File: src/rtl/mlaccel_spi_slave.sv
// Oversampled SPI / dual / quad host-link slave with a small outbound byte FIFO.
// The serial clock is only sampled through synchronisers; all state runs on `clock`.
module mlaccel_spi_slave #(
  parameter int unsigned LANES       = 4,
  parameter int unsigned SYNC_STAGES = 2,
  parameter int unsigned OUT_DEPTH   = 4
) (
  input  logic       clock,
  input  logic       reset,
  input  logic       spi_csb_di,
  input  logic       spi_clk_di,
  input  logic [3:0] spi_io_di,
  output logic [3:0] spi_io_do,
  output logic [3:0] spi_io_oe,
  output logic       spi_rdy_do,
  output logic       spi_err_do,
  output logic       din_valid,
  output logic       din_start,
  output logic [7:0] din_data,
  input  logic       dout_valid,
  output logic       dout_ready,
  input  logic [7:0] dout_data
);

  localparam int unsigned AW = $clog2(OUT_DEPTH);
  localparam int unsigned BEATS = 8 / LANES;
  localparam logic [2:0] LAST_BEAT = 3'(BEATS - 1);

  logic [SYNC_STAGES-1:0] csb_sync_q, csb_sync_d, clk_sync_q, clk_sync_d;
  logic [3:0]             io_sync_q [SYNC_STAGES];
  logic [3:0]             io_sync_d [SYNC_STAGES];
  logic                   csb_hist_q, csb_hist_d, clk_hist_q, clk_hist_d;

  logic       blocked_q, blocked_d;
  logic [2:0] cnt_q, cnt_d;
  logic       first_q, first_d;
  logic       err_q, err_d;
  logic       tx_active_q, tx_active_d;
  logic [7:0] tx_shift_q, tx_shift_d;
  logic [7:0] rx_shift_q, rx_shift_d;
  logic       din_valid_q, din_valid_d;
  logic       din_start_q, din_start_d;
  logic [7:0] din_data_q, din_data_d;

  logic [7:0]  mem_q [OUT_DEPTH];
  logic [7:0]  mem_d [OUT_DEPTH];
  logic [AW:0] wptr_q, wptr_d, rptr_q, rptr_d;
  logic        ready_q, ready_d;
  logic        rdy_q, rdy_d;

  logic        csb_s, clk_s;
  logic [3:0]  io_s;
  logic        csb_fall, csb_rise, clk_rise, clk_fall, in_txn;
  logic        push, pop, slot_load, fifo_empty;
  logic [7:0]  rx_next;
  logic [AW:0] count_d;
  logic        unused_io;

  assign csb_s     = csb_sync_q[SYNC_STAGES-1];
  assign clk_s     = clk_sync_q[SYNC_STAGES-1];
  assign io_s      = io_sync_q[SYNC_STAGES-1];
  assign unused_io = ^io_s;

  always_comb begin
    csb_sync_d  = {csb_sync_q[SYNC_STAGES-2:0], spi_csb_di};
    clk_sync_d  = {clk_sync_q[SYNC_STAGES-2:0], spi_clk_di};
    io_sync_d[0] = spi_io_di;
    for (int i = 1; i < SYNC_STAGES; i++) begin
      io_sync_d[i] = io_sync_q[i-1];
    end
    csb_hist_d = csb_s;
    clk_hist_d = clk_s;
  end

  always_comb begin
    csb_fall   = csb_hist_q & ~csb_s & ~blocked_q;
    csb_rise   = ~csb_hist_q & csb_s;
    clk_rise   = ~clk_hist_q & clk_s;
    clk_fall   = clk_hist_q & ~clk_s;
    in_txn     = ~csb_s & ~blocked_q;
    fifo_empty = (wptr_q == rptr_q);
    rx_next    = 8'({rx_shift_q, io_s[LANES-1:0]});

    blocked_d   = blocked_q & ~csb_s;
    cnt_d       = cnt_q;
    first_d     = first_q;
    err_d       = err_q;
    tx_active_d = tx_active_q;
    tx_shift_d  = tx_shift_q;
    rx_shift_d  = rx_shift_q;
    din_valid_d = 1'b0;
    din_start_d = 1'b0;
    din_data_d  = din_data_q;
    slot_load   = 1'b0;
    pop         = 1'b0;

    if (csb_fall) begin
      cnt_d      = '0;
      first_d    = 1'b1;
      err_d      = 1'b0;
      rx_shift_d = '0;
      slot_load  = 1'b1;
    end else if (csb_rise) begin
      // Any byte already in the tx shifter is dropped, not returned to the FIFO.
      tx_active_d = 1'b0;
      tx_shift_d  = '0;
      rx_shift_d  = '0;
      cnt_d       = '0;
      if (!blocked_q && cnt_q != '0) begin
        err_d = 1'b1;
      end
    end else if (in_txn) begin
      if (clk_rise) begin
        rx_shift_d = rx_next;
        if (cnt_q == LAST_BEAT) begin
          cnt_d     = '0;
          first_d   = 1'b0;
          slot_load = 1'b1;
          // Multi-lane links are half duplex: a slot we drove carries no host data.
          if (LANES == 1 || !tx_active_q) begin
            din_valid_d = 1'b1;
            din_start_d = first_q;
            din_data_d  = rx_next;
          end
        end else begin
          cnt_d = cnt_q + 3'd1;
        end
      end else if (clk_fall && tx_active_q && cnt_q != '0) begin
        tx_shift_d = tx_shift_q << LANES;
      end
    end

    if (slot_load) begin
      if (!fifo_empty) begin
        pop         = 1'b1;
        tx_shift_d  = mem_q[rptr_q[AW-1:0]];
        tx_active_d = 1'b1;
      end else begin
        tx_shift_d  = '0;
        tx_active_d = 1'b0;
      end
    end

    push  = dout_valid & ready_q;
    mem_d = mem_q;
    if (push) begin
      mem_d[wptr_q[AW-1:0]] = dout_data;
    end
    wptr_d  = wptr_q + (AW+1)'(push);
    rptr_d  = rptr_q + (AW+1)'(pop);
    count_d = wptr_d - rptr_d;
    ready_d = (count_d != (AW+1)'(OUT_DEPTH));
    rdy_d   = (count_d != '0);
  end

  always_ff @(posedge clock) begin
    csb_sync_q <= csb_sync_d;
    clk_sync_q <= clk_sync_d;
    io_sync_q  <= io_sync_d;
    csb_hist_q <= csb_hist_d;
    clk_hist_q <= clk_hist_d;
    mem_q      <= mem_d;
    if (reset) begin
      // Reset while the host holds csb low: ignore the rest of that transaction.
      blocked_q   <= ~csb_s;
      cnt_q       <= '0;
      first_q     <= 1'b0;
      err_q       <= 1'b0;
      tx_active_q <= 1'b0;
      tx_shift_q  <= '0;
      rx_shift_q  <= '0;
      din_valid_q <= 1'b0;
      din_start_q <= 1'b0;
      din_data_q  <= '0;
      wptr_q      <= '0;
      rptr_q      <= '0;
      ready_q     <= 1'b0;
      rdy_q       <= 1'b0;
    end else begin
      blocked_q   <= blocked_d;
      cnt_q       <= cnt_d;
      first_q     <= first_d;
      err_q       <= err_d;
      tx_active_q <= tx_active_d;
      tx_shift_q  <= tx_shift_d;
      rx_shift_q  <= rx_shift_d;
      din_valid_q <= din_valid_d;
      din_start_q <= din_start_d;
      din_data_q  <= din_data_d;
      wptr_q      <= wptr_d;
      rptr_q      <= rptr_d;
      ready_q     <= ready_d;
      rdy_q       <= rdy_d;
    end
  end

  always_comb begin
    spi_io_do = '0;
    spi_io_oe = '0;
    if (LANES == 1) begin
      spi_io_do[1] = tx_shift_q[7];
      spi_io_oe[1] = tx_active_q;
    end else begin
      spi_io_do[LANES-1:0] = tx_shift_q[7 -: LANES];
      spi_io_oe[LANES-1:0] = {LANES{tx_active_q}};
    end
  end

  assign spi_rdy_do = rdy_q;
  assign spi_err_do = err_q;
  assign din_valid  = din_valid_q;
  assign din_start  = din_start_q;
  assign din_data   = din_data_q;
  assign dout_ready = ready_q;

endmodule
File: config.mk
export PLATFORM = sky130hd
export DESIGN_NAME = mlaccel_spi_slave
export DESIGN_NICKNAME = d
export VERILOG_FILES = /design/src/rtl/mlaccel_spi_slave.sv
export SDC_FILE = /design/constraint.sdc
export NUM_CORES = 1
export LEC_CHECK = 0
export CORE_MARGIN = 2
export CORE_UTILIZATION = 40
export CTS_BUF_LIST = sky130_fd_sc_hd__clkbuf_16
export DETAILED_ROUTE_END_ITERATION = 16
export GPL_TIMING_DRIVEN = 0
export PLACE_DENSITY = 0.67
export SKIP_LAST_GASP = 1
export SYNTH_ARGS = -nofsm -noshare
export SYNTH_HDL_FRONTEND = slang
export SYNTH_SLANG_ARGS = --single-unit
File: constraint.sdc
create_clock -name clock -period 4.4 [get_ports clock]
set_clock_uncertainty 0.1 [all_clocks]
set_input_delay 0.88 -clock clock [delete_from_list [all_inputs] [get_ports clock]]
set_output_delay 0.88 -clock clock [all_outputs]
set_load 0.02 [all_outputs]
* Word-level counts from Yosys, hierarchy flattened *
Cells that the tools add are included.

cells by class
  muxes and demuxes = 31
  equal/unequal tests = 6
  order comparisons = 3
  add/subtract/negate cells = 4
  reduce and logical (&&, ||, !) cells = 23
  bitwise operators = 21

operator list
  cell                   number
  $mux W8                10
  $bwmux W32             1
  $mux W1                17
  $bmux W8 S2            1
  $demux W8 S2           1
  $reduce_bool A3 Y1     4
  $not A1 Y1             11
  $and A1 B1 Y1          8
  $reduce_and A4 Y1      2
  $reduce_bool A2 Y1     4
  $reduce_or A7 Y1       1
  $add A3 B1 Y3          2
  $ge A3 B3 Y1 const B   2
  $not A2 Y3             2
  $reduce_and A2 Y1      3
  $reduce_and A6 Y1      1
  $reduce_or A6 Y1       1
  $logic_and A1 B1 Y1    4
  $add A3 B1 Y3 const B  1
  $eq A3 B1 Y1 const B   1
  $eq A3 B3 Y1           1
  $lt A3 B1 Y1 const B   1
  $mux W3                1
  $ne A3 B2 Y1 const B   1
  7 further kinds        7

word-level totals
  bits in registers = 83
  output and inout bits = 21
  logic and storage cells = 112

* Depth between registers and ports, before layout *
Gate-level depths: netlist of run 1.

  word-level depth = 10
  gate-level depth with buffers = 12

* Least setup slack after synthesis of run 1 *
Ideal clock, no wire load.

  path kind = register -> register
  start = register csb_sync_q[1]
  end = register rdy_q, in the netlist spi_rdy_do
  buffers on the path = 1
  data required time = 4.185 ns
  stages on the path, launching flop included = 13
  setup slack = 1.657 ns
  data arrival time = 2.528 ns
  path through = dfxtp_1 -> buf_6 -> or4b_4 -> o21ai_2 -> nand2_1 -> inv_1 -> ha_1 -> ha_1 -> inv_1 -> ha_1 -> a21oi_1 -> xnor2_1 -> o21ba_2

on the way
  word-level cells in the longest chain between the ends = 9

ends and longest elaborated chain
  what                    line    text
  from (decl)             29      logic [SYNC_STAGES-1:0] csb_sync_q, csb_sync_d, clk_sync_q, clk_sync_d;
  from (signal assigned)  157     csb_sync_q <= csb_sync_d;
  $not A1 Y1              76, 80
  $and A1 B1 Y1           80      in_txn = ~csb_s & ~blocked_q;
  $mux W1                 112     end else if (in_txn) begin
  $mux W1                 103     end else if (csb_rise) begin
  $mux W1 *               97      if (csb_fall) begin
  $mux W1 *               133     if (slot_load) begin
  via pop                 54      logic push, pop, slot_load, fifo_empty;
  $add A3 B1 Y3 *         150     rptr_d = rptr_q + (AW+1)'(pop);
  via rptr_d[1]           47      logic [AW:0] wptr_q, wptr_d, rptr_q, rptr_d;
  $sub A3 B3 Y3 *         151     count_d = wptr_d - rptr_d;
  $reduce_bool A3 Y1 *    153     rdy_d = (count_d != '0);
  to (signal assigned)    193     rdy_q <= rdy_d;
  to (decl)               49      logic rdy_q, rdy_d;

The timed path passes the listed nets; every way through them passes the cells marked *.
A chain may end at the register's enable or synchronous reset.

* Final worst setup path of run 1 *
  start = register rptr_q[1]
  end = register rdy_q, in the netlist spi_rdy_do

on the way
  word-level cells in the longest chain between the ends = 6

ends and longest elaborated chain
  what                    line  text
  from (decl)             47
  from (signal assigned)  191   rptr_q <= rptr_d;
  $eq A3 B3 Y1            81    fifo_empty = (wptr_q == rptr_q);
  $mux W1                 134   if (!fifo_empty) begin
  $mux W1                 133
  via pop                 54
  $add A3 B1 Y3           150
  via rptr_d[1]           47
  $sub A3 B3 Y3           151
  $reduce_bool A3 Y1      153

The timed path passes the listed nets, and every way through them passes these cells.

==> results of run 1 <==
==> stage by stage <==
stage / utilization [%] / hold slack [ns] / std cells / setup WS, ns
after CTS: 51.0 / 0.229 / 397 / 1.33
after global routing: 51.1 / 0.230 / 397 / 1.05
final: 51.1 / 0.227 / 397 / 1.30
after detailed placement: 47.5 / 0.215 / 381 / 1.30
after floorplan: - / 0.210 / 242 / 1.66
after global placement: 47.5 / 0.212 / 381 / 1.35
==> flip-flops by register name, indices dropped and copies added (netlist names), 2 cells and up <==
register and count:
io_s 4, wptr_q 3, din_data 8, csb_sync_q 2
io_sync_d 4, rx_shift_q 4, rptr_q 3, cnt_q 3
clk_sync_q 2, mem_q 32, tx_shift_q 8
==> area by class of cell <==
| cell class | count | area, um^2 |
|---|---|---|
| Tap cell | 102 | 128 |
| Clock buffer | 9 | 225 |
| Multi-Input combinational cell | 130 | 1030 |
| Fill cell | 696 | 3760 |
| Sequential cell | 83 | 1980 |
| Buffer | 15 | 96.3 |
| Timing Repair Buffer | 37 | 370 |
| Inverter | 14 | 52.6 |
| Clock inverter | 7 | 45.0 |
==> metal layers <==
| layer | wire length (um) | part of all wire, % |
|---|---|---|
| met1 | 2400 | 45 |
| met2 | 2650 | 50 |
| met3 | 213 | 4.0 |
| met4 | 67 | 1.3 |
| met5 | 0 | 0 |
==> layout by cell type, fill, tap and decap left out, types with 3 or more instances in the layout <==
cell | Yosys | routed
xnor2_1 | 8 | 8
o21a_1 | 5 | 5
clkdlybuf4s50_1 | 0 | 37
nand3_1 | 6 | 6
nor2_1 | 18 | 18
buf_4 | 8 | 8
a21oi_1 | 10 | 10
ha_1 | 6 | 6
clkbuf_1 | 3 | 3
mux4_2 | 8 | 8
dfxtp_1 | 51 | 51
edfxtp_1 | 32 | 32
o32ai_1 | 4 | 4
inv_1 | 14 | 14
mux2i_1 | 9 | 9
a221oi_1 | 4 | 4
clkbuf_16 | 0 | 9
nand2b_1 | 5 | 5
nor3_1 | 8 | 8
nand2_1 | 15 | 15
==> worst max-delay path: stages, from the launching register on <==
cell,delay [ns]
dfxtp_1,0.35
clkbuf_1,0.45
xnor2_1,0.18
nand3_1,0.22
nand2_1,0.26
inv_1,0.08
ha_1,0.19
ha_1,0.27
inv_1,0.05
ha_1,0.31
a21oi_1,0.20
xnor2_1,0.12
o21ba_2,0.21
==> power groups by stage <==
stage / registers, uW / logic [uW] / clock network (uW)
after floorplan: 856 / 76.1 / 0
after global placement: 854 / 126 / 0
after detailed placement: 856 / 128 / 0
after CTS: 839 / 129 / 693
after global routing: 842 / 140 / 724
final: 839 / 127 / 671
==> cell families (layout without fill, tap and decap cells) <==
logic type / count (synthesis) / in the layout / synth area share (%)
mux: 17 / 17 / 8.57
buf+inv: 29 / 82 / 4.72
fa+ha+maj: 6 / 6 / 2.38
flops: 83 / 83 / 62.9
xor+xnor: 9 / 9 / 2.50
simple gates: 67 / 67 / 12.1
compound gates: 31 / 31 / 6.87
==> how the worst min path moves through the flow <==
stage / start / to / depth (start not counted)
after floorplan: clk_sync_q[0] / clk_sync_q[1] / 0
after global placement: io_sync_d[2] / io_s[2] / 0
after detailed placement: io_sync_d[0] / io_s[0] / 0
after CTS: io_sync_d[0] / io_s[0] / 0
after global routing: csb_sync_q[0] / csb_sync_q[1] / 0
final: csb_sync_q[0] / csb_sync_q[1] / 0
==> impl_metrics.yaml, run 1 <==
logic_synthesis:
  yosysMostFrequentCell: "dfxtp_1"
  synth_cells: 242
  ys_types: 40
  yosysTopAreaCell: "dfxtp_1"
  yosysSeqAreaShare_pct: 62.9
  synth.area.top_cells: "dfxtp_1 (32%), edfxtp_1 (30%), mux4_2 (5.7%), mux2i_1 (2.9%), ha_1 (2.4%)"
  syn_nets: 265
  synth.avg_cell_area_um2: 13.0
  ys_warn_count: 0
  ys_top_cells_by_count: "dfxtp_1 (51), edfxtp_1 (32), nor2_1 (18)"
  synth_ff_type: "dfxtp_1"
  synth_edf_count: 32
  netlist_area_um2: 3150
  async_flop_share_pct: 0
  ys_ff_latch: 83
  synth.top_cell.area_share_pct: 32.4
place:
  hpwl_um: 3640
  place.gp.congestion: 0.717
  port_buffers: 37
  placed_area_um2: 3650
worst_setup_path:
  start_kind: "register"
  r2r-start: "rptr_q[1]"
  crit_end: "spi_rdy_do"
  endpoint_kind: "register"
  path_class: "reg2reg"
  critPathArrivalTime_ns: 3.23
  reg2reg_depth: 12
  required_ns: 4.53
  rrSetupSlack_ns: 1.30
  rr_endpoint: "spi_rdy_do"
  critPathLaunch: "rptr_q[1]"
  worstPathMaxFanout: 9
floorplan:
  fp.dieW_um: 92.8
  core_um2: 7690
  placementRows: 32
  pin_count: 38
  start_util_pct: 41.0
  dieArea_um2: 8610
  die_h_um: 92.8
layout:
  final_nets: 313
  area_growth_pct: 24.5
  diodes: 0
  stdcell_area_um2: 3930
  drive_gt1_share_pct: 14.9
timing:
  tightest_slew_ns: 1.27
  finalCriticalPeriod_ns: 3.10
  grt_setup_unrepaired: "no"
  finalHoldViolations: 0
  finalSetupViolCount: 0
  post-route-period-util_pct: 70.4
  max-slew-margin-rel_pct: 14.8
  tns_ns: 0
  drv_slew: 0
  fmax_ghz: 0.323
clocking:
  post_cts_resize_count: 0
  clockBufferDepth: 2
  clock_latency_ns: 0.34
  hold_buffers: 0
  path_clk_slew_ns: 0.06
  cts_tree: "yes"
  cts_setup_buffers: 0
  cts_buffers: 9
  clock-sinks: 83
  cts_root_buf: "clkbuf_16"
  htreeDepth: 3
pwr:
  internal_power_uw: 1270
  p_sw_share_pct: 22.6
  ir_drop_v: 0.000228
  sequentialPowerShare_pct: 51.2
  power.share.clock_pct: 41.0
  finalPower_uw: 1640
  power_density_nw_per_um2: 417
  power_frac_comb_pct: 7.8
  leakage_uw: 0.00143
  switchingPower_uw: 370
hold_path:
  hp-class: "reg2reg"
detailed_routing:
  vias: 1899
  wirelength_um: 5330
  dr.pass1.iters: 4
  vias_per_cell: 4.78
  drc: 0
  drtIter0Drc: 62
  final_antenna_net_count: 0
  wl_per_cell_um: 13.4
run:
  maxCapViolations: 0
global_routing:
  grtUsageMet3_pct: 5.70
  antenna_found_initial: 0
  use_met2_pct: 22.8
  grt_max_degree: 15
  use_met1_pct: 16.3
  grt_pass1_vias: 1898
  grt_usage_pct: 13.8
  grt_pass1_wl_um: 8930
  busiest_layer: "met2"
  grt.overflow.total: 0
status:
  outcome: "completed"
(Power assumes the default switching activity.)
==> run 2, diff against run 1 <==
Clock period 4.4 ns to 2.91 ns, I/O delays scaled along.
==> run 2 against run 1 <==
Utilization up 0.39 points; register-to-register slack worse by 1.1 ns; final cell count up 0.25%; sequential power up 51%; count of clock-buffer cells in the layout unchanged; non-clock buffer count up 1; first-iteration DRC count down 4.8%; wire length down 0.36%; critical path depth down 1; largest power group unchanged; global-route usage unchanged; via count down 0.47%.
==> impl_metrics.yaml, run 2 (same netlist as run 1, synthesis figures left out) <==
detailed_routing:
  final_antenna_net_count: 0
  vias: 1890
  drc: 0
  wirelength_um: 5310
  dr.pass1.iters: 4
  wl_per_cell_um: 13.3
  drtIter0Drc: 59
  vias_per_cell: 4.75
clocking:
  path_clk_slew_ns: 0.06
  cts_root_buf: "clkbuf_16"
  clock_latency_ns: 0.33
  clockBufferDepth: 2
  clock-sinks: 83
  cts_tree: "yes"
  htreeDepth: 3
  cts_buffers: 9
layout:
  largest_reg_flops: 32
  stdcell_area_um2: 3960
  final_cells: 398
  area_growth_pct: 25.5
  final_cell_mix: "dfxtp_1 (51), clkdlybuf4s50_1 (37), edfxtp_1 (32)"
  drive_gt1_share_pct: 16.6
  diodes: 0
  n_fill_cell: 692
  top_register: "mem_q"
  final_nets: 314
  final_common_cell: "dfxtp_1"
hold_path:
  min_path_cells: 0
  hp-class: "reg2reg"
pwr:
  power_density_nw_per_um2: 627
  leakage_uw: 0.00145
  finalPower_uw: 2480
  ir_drop_v: 0.000347
timing:
  max-slew-margin-rel_pct: 12.5
  finalSetupViolCount: 0
  finalHoldViolations: 0
  finalCriticalPeriod_ns: 2.75
  fmax_ghz: 0.364
  post-route-period-util_pct: 94.4
  tns_ns: 0
  tightest_slew_ns: 1.30
  drv_slew: 0
floorplan:
  core_um2: 7690
  fp.dieW_um: 92.8
  die_h_um: 92.8
  dieArea_um2: 8610
  placementRows: 32
  start_util_pct: 41.0
  pin_count: 38
place:
  place.gp.congestion: 0.717
  placed_area_um2: 3650
  hpwl_um: 3640
  dp.cells: 381
  port_buffers: 37
run:
  maxCapViolations: 0
worst_setup_path:
  endpoint_kind: "register"
  critical-path-max-stage-delay_ns: 0.61
  reg2reg_depth: 11
  worstPathMaxFanout: 7
  path_class: "reg2reg"
  critPathArrivalTime_ns: 2.88
  start_kind: "register"
  required_ns: 3.04
  critPathSlowestCell: "or4b_4"
  crit_path_frequent_cell: "ha_1"
  path_cells: "or4b_4 -> o21ai_4 -> nand2_2 -> inv_1 -> ha_1 -> ha_1 -> inv_1 -> ha_1 -> a21oi_2 -> xnor2_1 -> o21ba_2"
global_routing:
  grt_pass1_wl_um: 8920
  grt.overflow.total: 0
  grt_usage_pct: 13.8
  grt_max_degree: 15
  antenna_found_initial: 0
  grt_pass1_vias: 1901
status:
  outcome: "completed"
run 2: changes by cell type in the layout (fill, tap and decap cells not counted):
cell | previous run | this run
buf_4 | 8 | 9
nand2_1 | 15 | 14
nand3_1 | 6 | 5
nand3_2 | 0 | 1
a21oi_2 | 0 | 1
a21oi_1 | 10 | 9
clkbuf_1 | 3 | 2
nand2_2 | 0 | 1
o21ai_2 | 2 | 1
clkbuf_4 | 0 | 1
o21ai_4 | 0 | 1
run 2: critical path: cells and delay by family, from the launching register on:
family,cells,cell delay (ns)
buf+inv,2,0.16
fa+ha+maj,3,0.62
simple gates,2,0.73
flops,1,0.38
xor+xnor,1,0.10
compound gates,3,0.55
run 2: worst paths after layout:
check,endpoint,startpoint,slack (ns)
worst min register to register,csb_sync_q[1],csb_sync_q[0],0.23
worst max register to register,spi_rdy_do,blocked_q,0.16
worst min-delay path,csb_sync_q[1],csb_sync_q[0],0.23
worst max-delay path,spi_rdy_do,blocked_q,0.16
run 2: repair_timing:
item                       in CTS  in global routing
pin swaps                       1                  1
buffers inserted                1                  0
hold buffers                    0                  0
setup endpoints to repair       2                  2
resized for setup               3                  4
run 2: through the flow:
| stage | hold WS (ns) | worst slack (ns) | util [%] |
|---|---|---|---|
| floorplan | 0.210 | 0.167 | - |
| global placement | 0.212 | -0.0566 | 47.5 |
| detailed placement | 0.215 | -0.136 | 47.5 |
| CTS | 0.229 | 0.0649 | 51.3 |
| global route | 0.230 | -0.00546 | 51.5 |
| finish | 0.227 | 0.163 | 51.5 |
run 2: cell type report:
class / instances / area (um^2) / area share [%]
flip-flops and latches: 83 / 1980 / 50.1
multi-input cells: 130 / 1050 / 26.4
repair buffers: 38 / 378 / 9.55
clock buffers: 9 / 225 / 5.69
well taps: 102 / 128 / 3.23
plain buffers: 15 / 100 / 2.53
inverters: 14 / 52.6 / 1.33
clock inverters: 7 / 45.0 / 1.14
run 2: routing by layer:
layer	share of wire, %	wire length (um)	GRT usage, %	vias to the layer above
li1	-	-	-	962
met1	45	2400	16.3	882
met2	49	2610	22.8	39
met3	4.5	239	5.70	7
met4	1.1	58	4.41	0
met5	0	0	0	-
run 2: power breakdown:
part | total, uW | internal [uW] | switching [uW]
logic | 198 | 100 | 97.7
clock network | 1020 | 572 | 443
registers | 1270 | 1250 | 21.2
==> run 3, diff against run 2 <==
Settings changed: ABC_CLOCK_PERIOD_IN_PS set to 2910.
==> results of run 3 <==
Same layout as run 2: the final DEF is identical, and so are final timing and power.
